`src/rtl/intersection_phase_arbiter.sv`:
```
// Round-robin green-phase scheduler for an N-approach intersection with min/max green,
// yellow and all-red clearance. Optional emergency preemption under macro PREEMPT_EN.
module intersection_phase_arbiter #(
    parameter int N_APPR    = 4,
    parameter int GREEN_MIN = 4,
    parameter int GREEN_MAX = 12,
    parameter int YELLOW_T  = 3,
    parameter int ALLRED_T  = 2,
    parameter int TW        = 4,
    localparam int IW       = (N_APPR > 1) ? $clog2(N_APPR) : 1
) (
    input  logic                  clk,
    input  logic                  rst,
    input  logic [N_APPR-1:0]     req,
`ifdef PREEMPT_EN
    input  logic                  preempt,
    input  logic [IW-1:0]         preempt_idx,
`endif
    output logic [2*N_APPR-1:0]   lights,
    output logic [IW-1:0]         active_idx,
    output logic [1:0]            phase,
    output logic                  grant_pulse
);

    typedef enum logic [1:0] {
        ALLRED = 2'b00,
        GREEN  = 2'b01,
        YELLOW = 2'b10
    } phase_t;

    localparam logic [TW-1:0] AR_LAST = TW'(ALLRED_T - 1);
    localparam logic [TW-1:0] GM_LAST = TW'(GREEN_MIN - 1);
    localparam logic [TW-1:0] GX_LAST = TW'(GREEN_MAX - 1);
    localparam logic [TW-1:0] Y_LAST  = TW'(YELLOW_T - 1);
    localparam logic [TW-1:0] T_SAT   = {TW{1'b1}};

    phase_t                state_q, state_d;
    logic [TW-1:0]         timer_q, timer_d, timer_inc;
    logic [IW-1:0]         active_q, active_d;
    logic                  grant_q, grant_d;
    logic [2*N_APPR-1:0]   lights_q, lights_d;
    logic [N_APPR-1:0]     active_onehot;
    logic                  others;

    // First requester after cur, wrapping; cur itself has the lowest precedence.
    function automatic logic [IW-1:0] rr_pick(input logic [IW-1:0] cur,
                                              input logic [N_APPR-1:0] r);
        int idx;
        rr_pick = cur;
        for (int k = N_APPR; k >= 1; k--) begin
            idx = (int'(cur) + k) % N_APPR;
            if (r[idx[IW-1:0]]) rr_pick = idx[IW-1:0];
        end
    endfunction

    function automatic logic [2*N_APPR-1:0] lamp_code(input phase_t ph,
                                                      input logic [IW-1:0] idx);
        logic [1:0] code;
        lamp_code = '0;
        case (ph)
            GREEN:   code = 2'b10;
            YELLOW:  code = 2'b01;
            default: code = 2'b00;
        endcase
        for (int i = 0; i < N_APPR; i++) begin
            if (i[IW-1:0] == idx) lamp_code[2*i +: 2] = code;
        end
    endfunction

    assign active_onehot = N_APPR'(1) << active_q;
    assign others        = |(req & ~active_onehot);

    always_comb begin
        state_d   = state_q;
        active_d  = active_q;
        grant_d   = 1'b0;
        timer_inc = (timer_q == T_SAT) ? timer_q : timer_q + 1'b1;
        case (state_q)
            ALLRED: begin
                if (timer_q >= AR_LAST) begin
`ifdef PREEMPT_EN
                    if (preempt) begin
                        active_d = preempt_idx;
                        state_d  = GREEN;
                        grant_d  = 1'b1;
                    end else
`endif
                    if (|req) begin
                        active_d = rr_pick(active_q, req);
                        state_d  = GREEN;
                        grant_d  = 1'b1;
                    end
                end
            end
            GREEN: begin
`ifdef PREEMPT_EN
                if (preempt) begin
                    if (active_q != preempt_idx) state_d = YELLOW;
                end else
`endif
                if (timer_q >= GM_LAST && others &&
                    (!req[active_q] || timer_q >= GX_LAST))
                    state_d = YELLOW;
            end
            YELLOW: begin
                if (timer_q >= Y_LAST) state_d = ALLRED;
            end
            default: state_d = ALLRED;
        endcase
        timer_d  = (state_d != state_q) ? '0 : timer_inc;
        lights_d = lamp_code(state_d, active_d);
    end

    always_ff @(posedge clk or posedge rst) begin
        if (rst) begin
            state_q  <= ALLRED;
            timer_q  <= '0;
            active_q <= IW'(N_APPR - 1);
            grant_q  <= 1'b0;
            lights_q <= '0;
        end else begin
            state_q  <= state_d;
            timer_q  <= timer_d;
            active_q <= active_d;
            grant_q  <= grant_d;
            lights_q <= lights_d;
        end
    end

    assign lights      = lights_q;
    assign active_idx  = active_q;
    assign phase       = state_q;
    assign grant_pulse = grant_q;

endmodule

```
`config.mk`:
```
export PLATFORM = sky130hd
export DESIGN_NAME = intersection_phase_arbiter
export DESIGN_NICKNAME = d
export VERILOG_FILES = /design/src/rtl/intersection_phase_arbiter.sv
export SDC_FILE = /design/constraint.sdc
export NUM_CORES = 1
export LEC_CHECK = 0
export BUFFER_PORTS_ARGS = -buffer_cell sky130_fd_sc_hd__buf_2
export CORE_MARGIN = 1.5
export CORE_UTILIZATION = 40
export CTS_CLUSTER_SIZE = 16
export DETAILED_ROUTE_END_ITERATION = 16
export GPL_TIMING_DRIVEN = 0
export PLACE_DENSITY = 0.65
export SLEW_MARGIN = 10
export SYNTH_ARGS = -nofsm -noshare
export SYNTH_HDL_FRONTEND = slang
export SYNTH_SLANG_ARGS = --single-unit
```
`constraint.sdc`:
```
create_clock -name clk -period 7.9 [get_ports clk]
set_clock_uncertainty 0.15 [all_clocks]
set_input_delay 1.185 -clock clk [delete_from_list [all_inputs] [get_ports clk]]
set_output_delay 1.185 -clock clk [all_outputs]
set_load 0.005 [all_outputs]
```
==> impl_metrics.csv, run 1 <==
group,metric,value,unit
outcome,outcome,"finished, final reports clean",
placed_design,routabilityCongestion,0.728,
placed_design,place.port_buffers,18,
yosys,yosysWarningCount,0,
critical_path,crit-reg2reg-launch,"active_idx[1]",
global_route,grt_use_total,17.2,%
timing,timing.final.max_slew_violations,0,
clock_tree,ctsHoldBuffers,0,
finish,post-route-util,48.5,%
die,ios,19,
finish,syn_to_final_growth,14.8,%
finish,diodes,0,
clock_tree,cts-htree-levels,1,
yosys,postSynthAreaPerCell,10.6,µm²
yosys,yosysUniqueCellTypes,43,
clock_tree,cts_tree,"yes",
die,die_h,54.1,µm
power,power.ir.vdd_worst,0.000245,V
finish,layout.area.seq,428,µm²
die,initial_core_util,42.2,%
yosys,synthesis.instances,99,
timing,slew-limit-headroom,60.9,%
power,power_density,389,nW/µm²
global_route,antenna_found_initial,0,
clock_tree,clk_root_buffer_cell,"clkbuf_4",
clock_tree,cts.path.max_buffers,2,
die,design.core.area,2480,µm²
yosys,netlist_top_cells_area,"dfrtp_1 36%, ha_1 9.6%, dfstp_2 5.0%",
yosys,synth-async-reset-ratio,100,%
yosys,ys_seq_elements,17,
hold_path,min-delay-start,"timer_q[3]",
drt,drt-pass1-iter-count,4,
timing,post_layout_min_period,2.95,ns
critical_path,worst_ep_required_time,7.96,ns
die,num_rows,18,
finish,multi_input_gate_area_in_the_final_layout,562,µm²
drt,avgRoutedWirePerCell,13.7,µm
global_route,grt_pass1_wl,3620,µm
yosys,synth_top_area_share,35.9,%
drt,ant_nets,0,
yosys,synth-main-ff-cell,"dfrtp_1",
placed_design,dp.final_hpwl,1570,µm
die,die_area,2930,µm²
global_route,overflow,0,
timing,maximum_clock_rate,339,MHz
yosys,mappedNetlistArea,1050,µm²
hold_path,hold_path_class,"register to register",
critical_path,timing.critical_path.fanout_max,7,
yosys,number_of_synthesized_flops_with_an_enable_pin,0,
finish,post_route_cells_drive_above_1_share,29.8,%
yosys,synth_area_leader_cell,"dfrtp_1",
global_route,first_global_vias,807,
finish,num-nets-final,136,
critical_path,cp.arrival,3.01,ns
timing,setup_viol_count_final,0,
timing,finalHoldViolations,0,
yosys,synth_common_cells,"15 x dfrtp_1, 11 x inv_1, 8 x ha_1",
clock_tree,numClockSinks,17,
timing,slew_at_the_pin_closest_to_its_max_slew_limit,0.586,ns
run,max-cap-violations,0,
clock_tree,cts_buffers,3,
critical_path,startpoint,"active_idx[1]",
yosys,yosys.cell_count.top_type,"dfrtp_1",
drt,wirelength,2070,µm
die,floorplan.die.width,54.1,µm
clock_tree,number_of_buffers_inserted_to_repair_setup_after_cts,0,
global_route,maximum_number_of_pins_on_one_net_before_global_route_repair,18,
critical_path,setup.worst_path.start_class,"register",
yosys,syn_nets,113,
power,cellLeakagePower,0.584,nW
drt,via_count,801,
critical_path,register_to_register_path_setup_slack,4.95,ns
clock_tree,clock_latency,0.29,ns
clock_tree,clkSlewWorstSetupHoldPaths,0.10,ns
timing,fin_tns_setup,0,ns
yosys,ys_seq_area_share,40.9,%
clock_tree,post_cts_resized,0,
critical_path,critPathCaptureType,"register",
drt,detail_route.vias_per_cell,5.30,
critical_path,crit_type,"register to register",
drt,detailedRoute.firstIterationViolations,5,
timing,finalCritPeriodShare,37.3,%
timing,rsz_0062_raised_after_global_routing,"false",
finish,layout.filler_cells,248,
drt,drcViolationCount,0,
-- routing by layer --
| layer | routed length (µm) | GRT usage (%) | vias up | part of all wire [%] |
|---|---|---|---|---|
| met5 | 0 | 0 | - | 0 |
| met3 | 49 | 0.833 | 5 | 2.4 |
| li1 | - | - | 396 | - |
| met1 | 972 | 22.1 | 386 | 47 |
| met2 | 1010 | 29.1 | 14 | 49 |
| met4 | 44 | 8.75 | 0 | 2.1 |
-- worst paths after layout --
| path | endpoint | cells past startpoint |
|---|---|---|
| max | lights[5] | 9 |
| min | timer_q[3] | 2 |
| max reg2reg | lights[5] | 9 |
| min reg2reg | timer_q[3] | 2 |
| max in group asynchronous | phase[0] | 2 |
| min in group asynchronous | lights[4] | 2 |
-- sequential cells by signal (all words and copies together) (netlist names) --
name	cells
phase	2
lights	8
active_idx	2
timer_q	4
grant_pulse	1
-- final cells by class --
type | count | area share [%]
clock inverters | 1 | 0.417
clock buffers | 3 | 1.88
repair buffers | 18 | 7.50
multi-input cells | 69 | 46.8
inverters | 11 | 3.44
flip-flops and latches | 17 | 35.6
well taps | 30 | 3.13
plain buffers | 2 | 1.25
-- placed cells by master, fill, tap and decap left out, drive strengths merged, types with 2 or more instances in the layout --
master	instances
buf	19
dfrtp	15
inv	11
ha	8
nor3	8
nor3b	7
nor2	6
nand2b	4
clkbuf	4
nand3	3
mux2i	3
or4	2
dfstp	2
or4b	2
a211oi	2
-- worst max-delay path, cell delays in order, from the launching register on --
cell and delay (ns):
dfstp_2 0.57, clkbuf_1 0.30, inv_1 0.15, ha_1 0.39, or3_2 0.44, o32ai_1 0.17, or4_1 0.16, o21a_1 0.22
inv_1 0.13, nor3b_1 0.19
-- kinds of logic after synthesis --
group	count (synthesis)	synth area share, %
simple gates	39	23.6
flops	17	40.9
compound gates	15	12.6
buf+inv	13	5.38
fa+ha+maj	9	10.6
mux	5	6.10
xor+xnor	1	0.837
-- power by group --
| part | internal, mW | total [mW] | switching [mW] |
|---|---|---|---|
| registers | 0.121 | 0.145 | 0.0237 |
| logic | 0.124 | 0.276 | 0.152 |
| clock network | 0.0188 | 0.0456 | 0.0267 |
| total | 0.264 | 0.467 | 0.203 |
-- metrics by stage --
stage          setup WS (ns)  total power, mW  cells  hold slack [ns]  instance area (µm²)
2_1_floorplan           5.18            0.350     99            0.428                 1050
3_3_place_gp            4.85            0.413    147            0.470                 1170
3_5_place_dp            4.81            0.422    147            0.479                 1170
4_1_cts                 4.96            0.469    151            0.492                 1200
5_1_grt                 4.77            0.511    151            0.551                 1200
6_report                4.95            0.467    151            0.495                 1200
No activity file was read; power rests on OpenSTA's default activity.
==> run 2: changes to the inputs <==
Clock period 7.9 ns to 2.9 ns, I/O delays scaled along.
==> run 2 against run 1 <==
Net effect: routed wire length grew 0.24%; setup slack worse by 4.8 ns; flip-flop and latch count is the same; critical path type unchanged; largest power group unchanged.
==> impl_metrics.csv, run 2 (synthesized netlist as in run 1, its figures left out) <==
group,metric,value,unit
finish,num-nets-final,135,
timing,rsz_0062_raised_after_global_routing,"false",
finish,mostFrequentLayoutCell,"buf_2",
timing,slew-limit-headroom,60.8,%
critical_path,timing.critical_path.mode_cell,"inv_1",
timing,maximum_clock_rate,370,MHz
die,initial_core_util,42.2,%
power,cellLeakagePower,0.583,nW
finish,syn_to_final_growth,14.5,%
global_route,grt_use_total,17.1,%
die,die_area,2930,µm²
critical_path,critPathSlowestCell,"dfstp_2",
critical_path,setup.worst_path.start_class,"register",
timing,finalHoldViolations,0,
drt,detailedRoute.firstIterationViolations,9,
clock_tree,cts_tree,"yes",
die,num_rows,18,
outcome,outcome,"finished, final reports clean",
clock_tree,ctsHoldBuffers,0,
critical_path,crit-reg2reg-capture,"lights[5]",
die,design.core.area,2480,µm²
power,power_density,1060,nW/µm²
timing,finalCritPeriodShare,93.1,%
critical_path,crit-reg2reg-launch,"active_idx[0]",
critical_path,reg2regPathDepth,9,
critical_path,startpoint,"active_idx[0]",
critical_path,register_to_register_path_setup_slack,0.20,ns
finish,post_route_cells_drive_above_1_share,30.0,%
critical_path,crit_type,"register to register",
placed_design,place.port_buffers,18,
global_route,grt_pass1_wl,3600,µm
die,ios,19,
clock_tree,clock_latency,0.29,ns
clock_tree,cts_buffers,3,
placed_design,placement.cell_area,1170,µm²
placed_design,routabilityCongestion,0.728,
critical_path,timing.critical_path.fanout_max,9,
clock_tree,clkSlewWorstSetupHoldPaths,0.10,ns
die,die_h,54.1,µm
critical_path,cp.arrival,2.76,ns
drt,ant_nets,0,
clock_tree,number_of_buffers_inserted_to_repair_setup_after_cts,0,
drt,drcViolationCount,0,
global_route,overflow,0,
critical_path,critical_path.n_buffers_inverters,3,
drt,drt-pass1-iter-count,4,
global_route,maximum_number_of_pins_on_one_net_before_global_route_repair,18,
clock_tree,numClockSinks,17,
critical_path,worst-path-stages,9,
finish,layout_common_cells,"18 x buf_2, 15 x dfrtp_1, 11 x inv_1",
timing,post_layout_min_period,2.70,ns
placed_design,dp.final_hpwl,1570,µm
finish,largest_register_ffs,8,
global_route,antenna_found_initial,0,
critical_path,setup.worst_path.end,"lights[5]",
finish,layout.filler_cells,250,
clock_tree,cts.path.max_buffers,2,
die,floorplan.die.width,54.1,µm
drt,wirelength,2080,µm
finish,fin_area,1200,µm²
global_route,first_global_vias,803,
timing,setup_viol_count_final,0,
clock_tree,post_cts_resized,0,
critical_path,cpLargestDelayFamily,"simple AND/OR/NAND/NOR gates",
timing,slew_at_the_pin_closest_to_its_max_slew_limit,0.588,ns
finish,diodes,0,
run,max-cap-violations,0,
drt,avgRoutedWirePerCell,13.8,µm
timing,timing.final.max_slew_violations,0,
drt,via_count,799,
hold_path,hold_path_class,"input port to async pin",
timing,worst_hold_slack,0.0395,ns
drt,detail_route.vias_per_cell,5.33,
critical_path,critical-path-max-stage-delay,0.58,ns
power,power.ir.vdd_worst,0.000649,V
critical_path,crit_path_cell_trace,"buf_6 -> inv_1 -> ha_1 -> or3_2 -> o32ai_1 -> or4_1 -> o21a_1 -> inv_1 -> nor3b_1",
finish,post-route-util,48.3,%
clock_tree,cts-htree-levels,1,
critical_path,critPathCaptureType,"register",
critical_path,worst_ep_required_time,2.96,ns
clock_tree,clk_root_buffer_cell,"clkbuf_4",
run 2: where the power goes:
part	total (mW)	leakage, nW	internal, mW	switching (mW)
Clock	0.124	0.0177	0.0513	0.0728
Combinational	0.734	0.346	0.334	0.400
Sequential	0.410	0.219	0.331	0.0783
run 2: layout make-up:
| class | instances | area [µm²] | share of cell area, % |
|---|---|---|---|
| buffer | 1 | 11.3 | 0.940 |
| clock buffer | 3 | 22.5 | 1.88 |
| clock inverter | 1 | 5.00 | 0.418 |
| inverter | 11 | 41.3 | 3.45 |
| multi-input combinational | 69 | 562 | 46.9 |
| sequential | 17 | 428 | 35.7 |
| tap | 30 | 37.5 | 3.13 |
| timing repair buffer | 18 | 90.1 | 7.52 |
run 2: metrics by stage:
stage	worst slack (ns)	instances	TNS, ns	power [mW]
3_3_place_gp	0.0241	147	0	1.13
2_1_floorplan	0.310	99	0	0.954
4_1_cts	0.204	150	0	1.28
5_1_grt	0.0309	150	0	1.39
6_report	0.200	150	0	1.27
3_5_place_dp	-0.0103	147	-0.0130	1.15
run 2: worst register-to-register path, stage by stage, from the launching register on:
cell     delay [ns]
dfstp_2        0.58
buf_6          0.14
inv_1          0.08
ha_1           0.39
or3_2          0.44
o32ai_1        0.16
or4_1          0.16
o21a_1         0.22
inv_1          0.13
nor3b_1        0.19
run 2: how the worst min path moves through the flow:
stage | start | to | slack, ns | depth (start not counted)
3_3_place_gp | rst | timer_q[0] | 0.38 | 2
3_5_place_dp | rst | lights[6] | 0.39 | 2
4_1_cts | rst | lights[4] | 0.07 | 2
2_1_floorplan | rst | grant_pulse | 0.21 | 1
6_report | rst | lights[4] | 0.04 | 2
5_1_grt | rst | phase[1] | 0.10 | 2
run 2: routing by layer:
metal	GRT usage [%]	part of all wire [%]	routed length, µm
met5	0	0	0
met4	8.75	2.1	44
met3	0.833	2.1	43
met2	28.9	48	1010
met1	22.1	47	983
==> run 3: changes to the inputs <==
Settings changed: BUFFER_PORTS_ARGS -buffer_cell sky130_fd_sc_hd__buf_2 to -buffer_cell sky130_fd_sc_hd__buf_4.
==> run 3 against run 2 <==
Net effect: fmax up 2.1%; setup slack better by 0.056 ns; final cell count unchanged; flip-flop and latch count unchanged; combinational power up 4.4%; total power up 2.2%; cell area up 3.8%; critical path type unchanged; critical endpoint is now lights[0].
==> impl_metrics.csv, run 3 (synthesized netlist as in run 1, its figures left out) <==
group,metric,value,unit
outcome,outcome,"finished, final reports clean",
finish,fin_area,1240,µm²
placed_design,dp.final_hpwl,1580,µm
clock_tree,cts.path.max_buffers,2,
die,ios,19,
power,share_comb_of_total_power,59.1,%
critical_path,crit_type,"register to register",
placed_design,place.port_buffers,18,
drt,avgRoutedWirePerCell,13.8,µm
global_route,first_global_vias,782,
critical_path,critical_path.n_buffers_inverters,3,
critical_path,cp.arrival,2.69,ns
die,die_area,2930,µm²
clock_tree,clkSlewWorstSetupHoldPaths,0.09,ns
critical_path,crit-reg2reg-capture,"lights[0]",
die,design.core.area,2480,µm²
clock_tree,number_of_buffers_inserted_to_repair_setup_after_cts,0,
timing,rsz_0062_raised_after_global_routing,"false",
critical_path,cpLargestDelayFamily,"simple AND/OR/NAND/NOR gates",
timing,timing.final.max_slew_violations,0,
critical_path,timing.critical_path.fanout_max,9,
power,internal_power,0.752,mW
hold_path,hold_path_class,"input port to async pin",
placed_design,routabilityCongestion,0.677,
finish,diodes,0,
global_route,grt_pass1_wl,3460,µm
clock_tree,post_cts_resized,0,
global_route,overflow,0,
timing,fin_tns_setup,0,ns
finish,post-route-util,50.2,%
critical_path,critPathCaptureType,"register",
timing,post_layout_min_period,2.64,ns
placed_design,placement.cell_area,1220,µm²
die,die_h,54.1,µm
critical_path,worst-path-stages,9,
global_route,maximum_number_of_pins_on_one_net_before_global_route_repair,18,
power,power.ir.vdd_worst,0.000699,V
timing,slew_at_the_pin_closest_to_its_max_slew_limit,0.604,ns
timing,setup_viol_count_final,0,
run,max-cap-violations,0,
global_route,grt_use_total,16.7,%
finish,post_route_cells_drive_above_1_share,30.0,%
critical_path,setup.worst_path.end,"lights[0]",
power,clock_power_share,9.2,%
timing,slew-limit-headroom,59.7,%
clock_tree,cts-htree-levels,1,
power,power_density,1040,nW/µm²
timing,finalHoldViolations,0,
clock_tree,ctsHoldBuffers,0,
drt,ant_nets,0,
power,sequentialPowerShare,31.7,%
finish,largest_register_ffs,8,
critical_path,worst_ep_required_time,2.95,ns
drt,wirelength,2060,µm
critical_path,register_to_register_path_setup_slack,0.26,ns
power,cellLeakagePower,0.588,nW
critical_path,crit_path_cell_trace,"buf_6 -> inv_1 -> ha_1 -> or3_2 -> o32ai_1 -> or4_1 -> o21a_2 -> inv_1 -> nor3_1",
die,floorplan.die.width,54.1,µm
drt,via_count,823,
drt,drcViolationCount,0,
global_route,antenna_found_initial,0,
finish,num-nets-final,135,
drt,detail_route.vias_per_cell,5.49,
power,power.share.switching,42.0,%
drt,detailedRoute.firstIterationViolations,13,
critical_path,startpoint,"active_idx[0]",
clock_tree,cts_tree,"yes",
clock_tree,cts_buffers,3,
power,p_sw,0.544,mW
clock_tree,clock_latency,0.28,ns
critical_path,timing.critical_path.mode_cell,"inv_1",
clock_tree,numClockSinks,17,
critical_path,critical-path-max-stage-delay,0.58,ns
timing,finalCritPeriodShare,91.2,%
timing,worst_hold_slack,0.0684,ns
finish,syn_to_final_growth,18.8,%
critical_path,reg2regPathDepth,9,
finish,layout.filler_cells,244,
timing,maximum_clock_rate,378,MHz
critical_path,setup.worst_path.start_class,"register",
drt,drt-pass1-iter-count,4,
finish,mostFrequentLayoutCell,"buf_4",
critical_path,critPathSlowestCell,"dfstp_2",
finish,layout_common_cells,"18 x buf_4, 15 x dfrtp_1, 11 x inv_1",
clock_tree,clk_root_buffer_cell,"clkbuf_4",
die,num_rows,18,
critical_path,crit-reg2reg-launch,"active_idx[0]",
die,initial_core_util,42.2,%
-- run 3: cell count changes in the layout (fill, tap and decap cells not counted), sizes merged --
cell    change
clkbuf      +1
clkinv      -1
-- run 3: final cells by class --
cell class                 count  area (µm²)  share of cell area [%]
sequential                    17         428                    34.4
timing repair buffer          18         135                    10.9
multi-input combinational     69         563                    45.3
tap                           30        37.5                    3.02
buffer                         1        11.3                   0.906
inverter                      11        41.3                    3.32
clock buffer                   4        26.3                    2.11
-- run 3: power groups by stage --
stage / sequential [mW] / combinational, mW / clock [mW]
after CTS: 0.412 / 0.767 / 0.124
after floorplan: 0.395 / 0.559 / 0
after global placement: 0.400 / 0.763 / 0
final: 0.411 / 0.766 / 0.119
after detailed placement: 0.402 / 0.779 / 0
after global routing: 0.424 / 0.855 / 0.135
-- run 3: how the worst min path moves through the flow --
stage / to / slack [ns] / cells past startpoint
after floorplan: grant_pulse / 0.21 / 1
after global placement: timer_q[1] / 0.39 / 2
after detailed placement: timer_q[1] / 0.39 / 2
after CTS: timer_q[1] / 0.08 / 2
after global routing: lights[7] / 0.13 / 2
final: lights[7] / 0.07 / 2
-- run 3: per-layer routing --
metal / GRT usage, % / routed length [µm]
met4: 10.0 / 46
met3: 1.11 / 73
met2: 28.5 / 1020
met1: 20.5 / 927
met5: 0 / 0
-- run 3: per-stage QoR --
stage                     worst slack, ns  power [mW]  std cells
after CTS                           0.191        1.30        150
after detailed placement          -0.0170        1.18        147
after global placement             0.0261        1.16        147
after global routing               0.0627        1.41        150
final                               0.256        1.30        150
after floorplan                     0.310       0.954         99
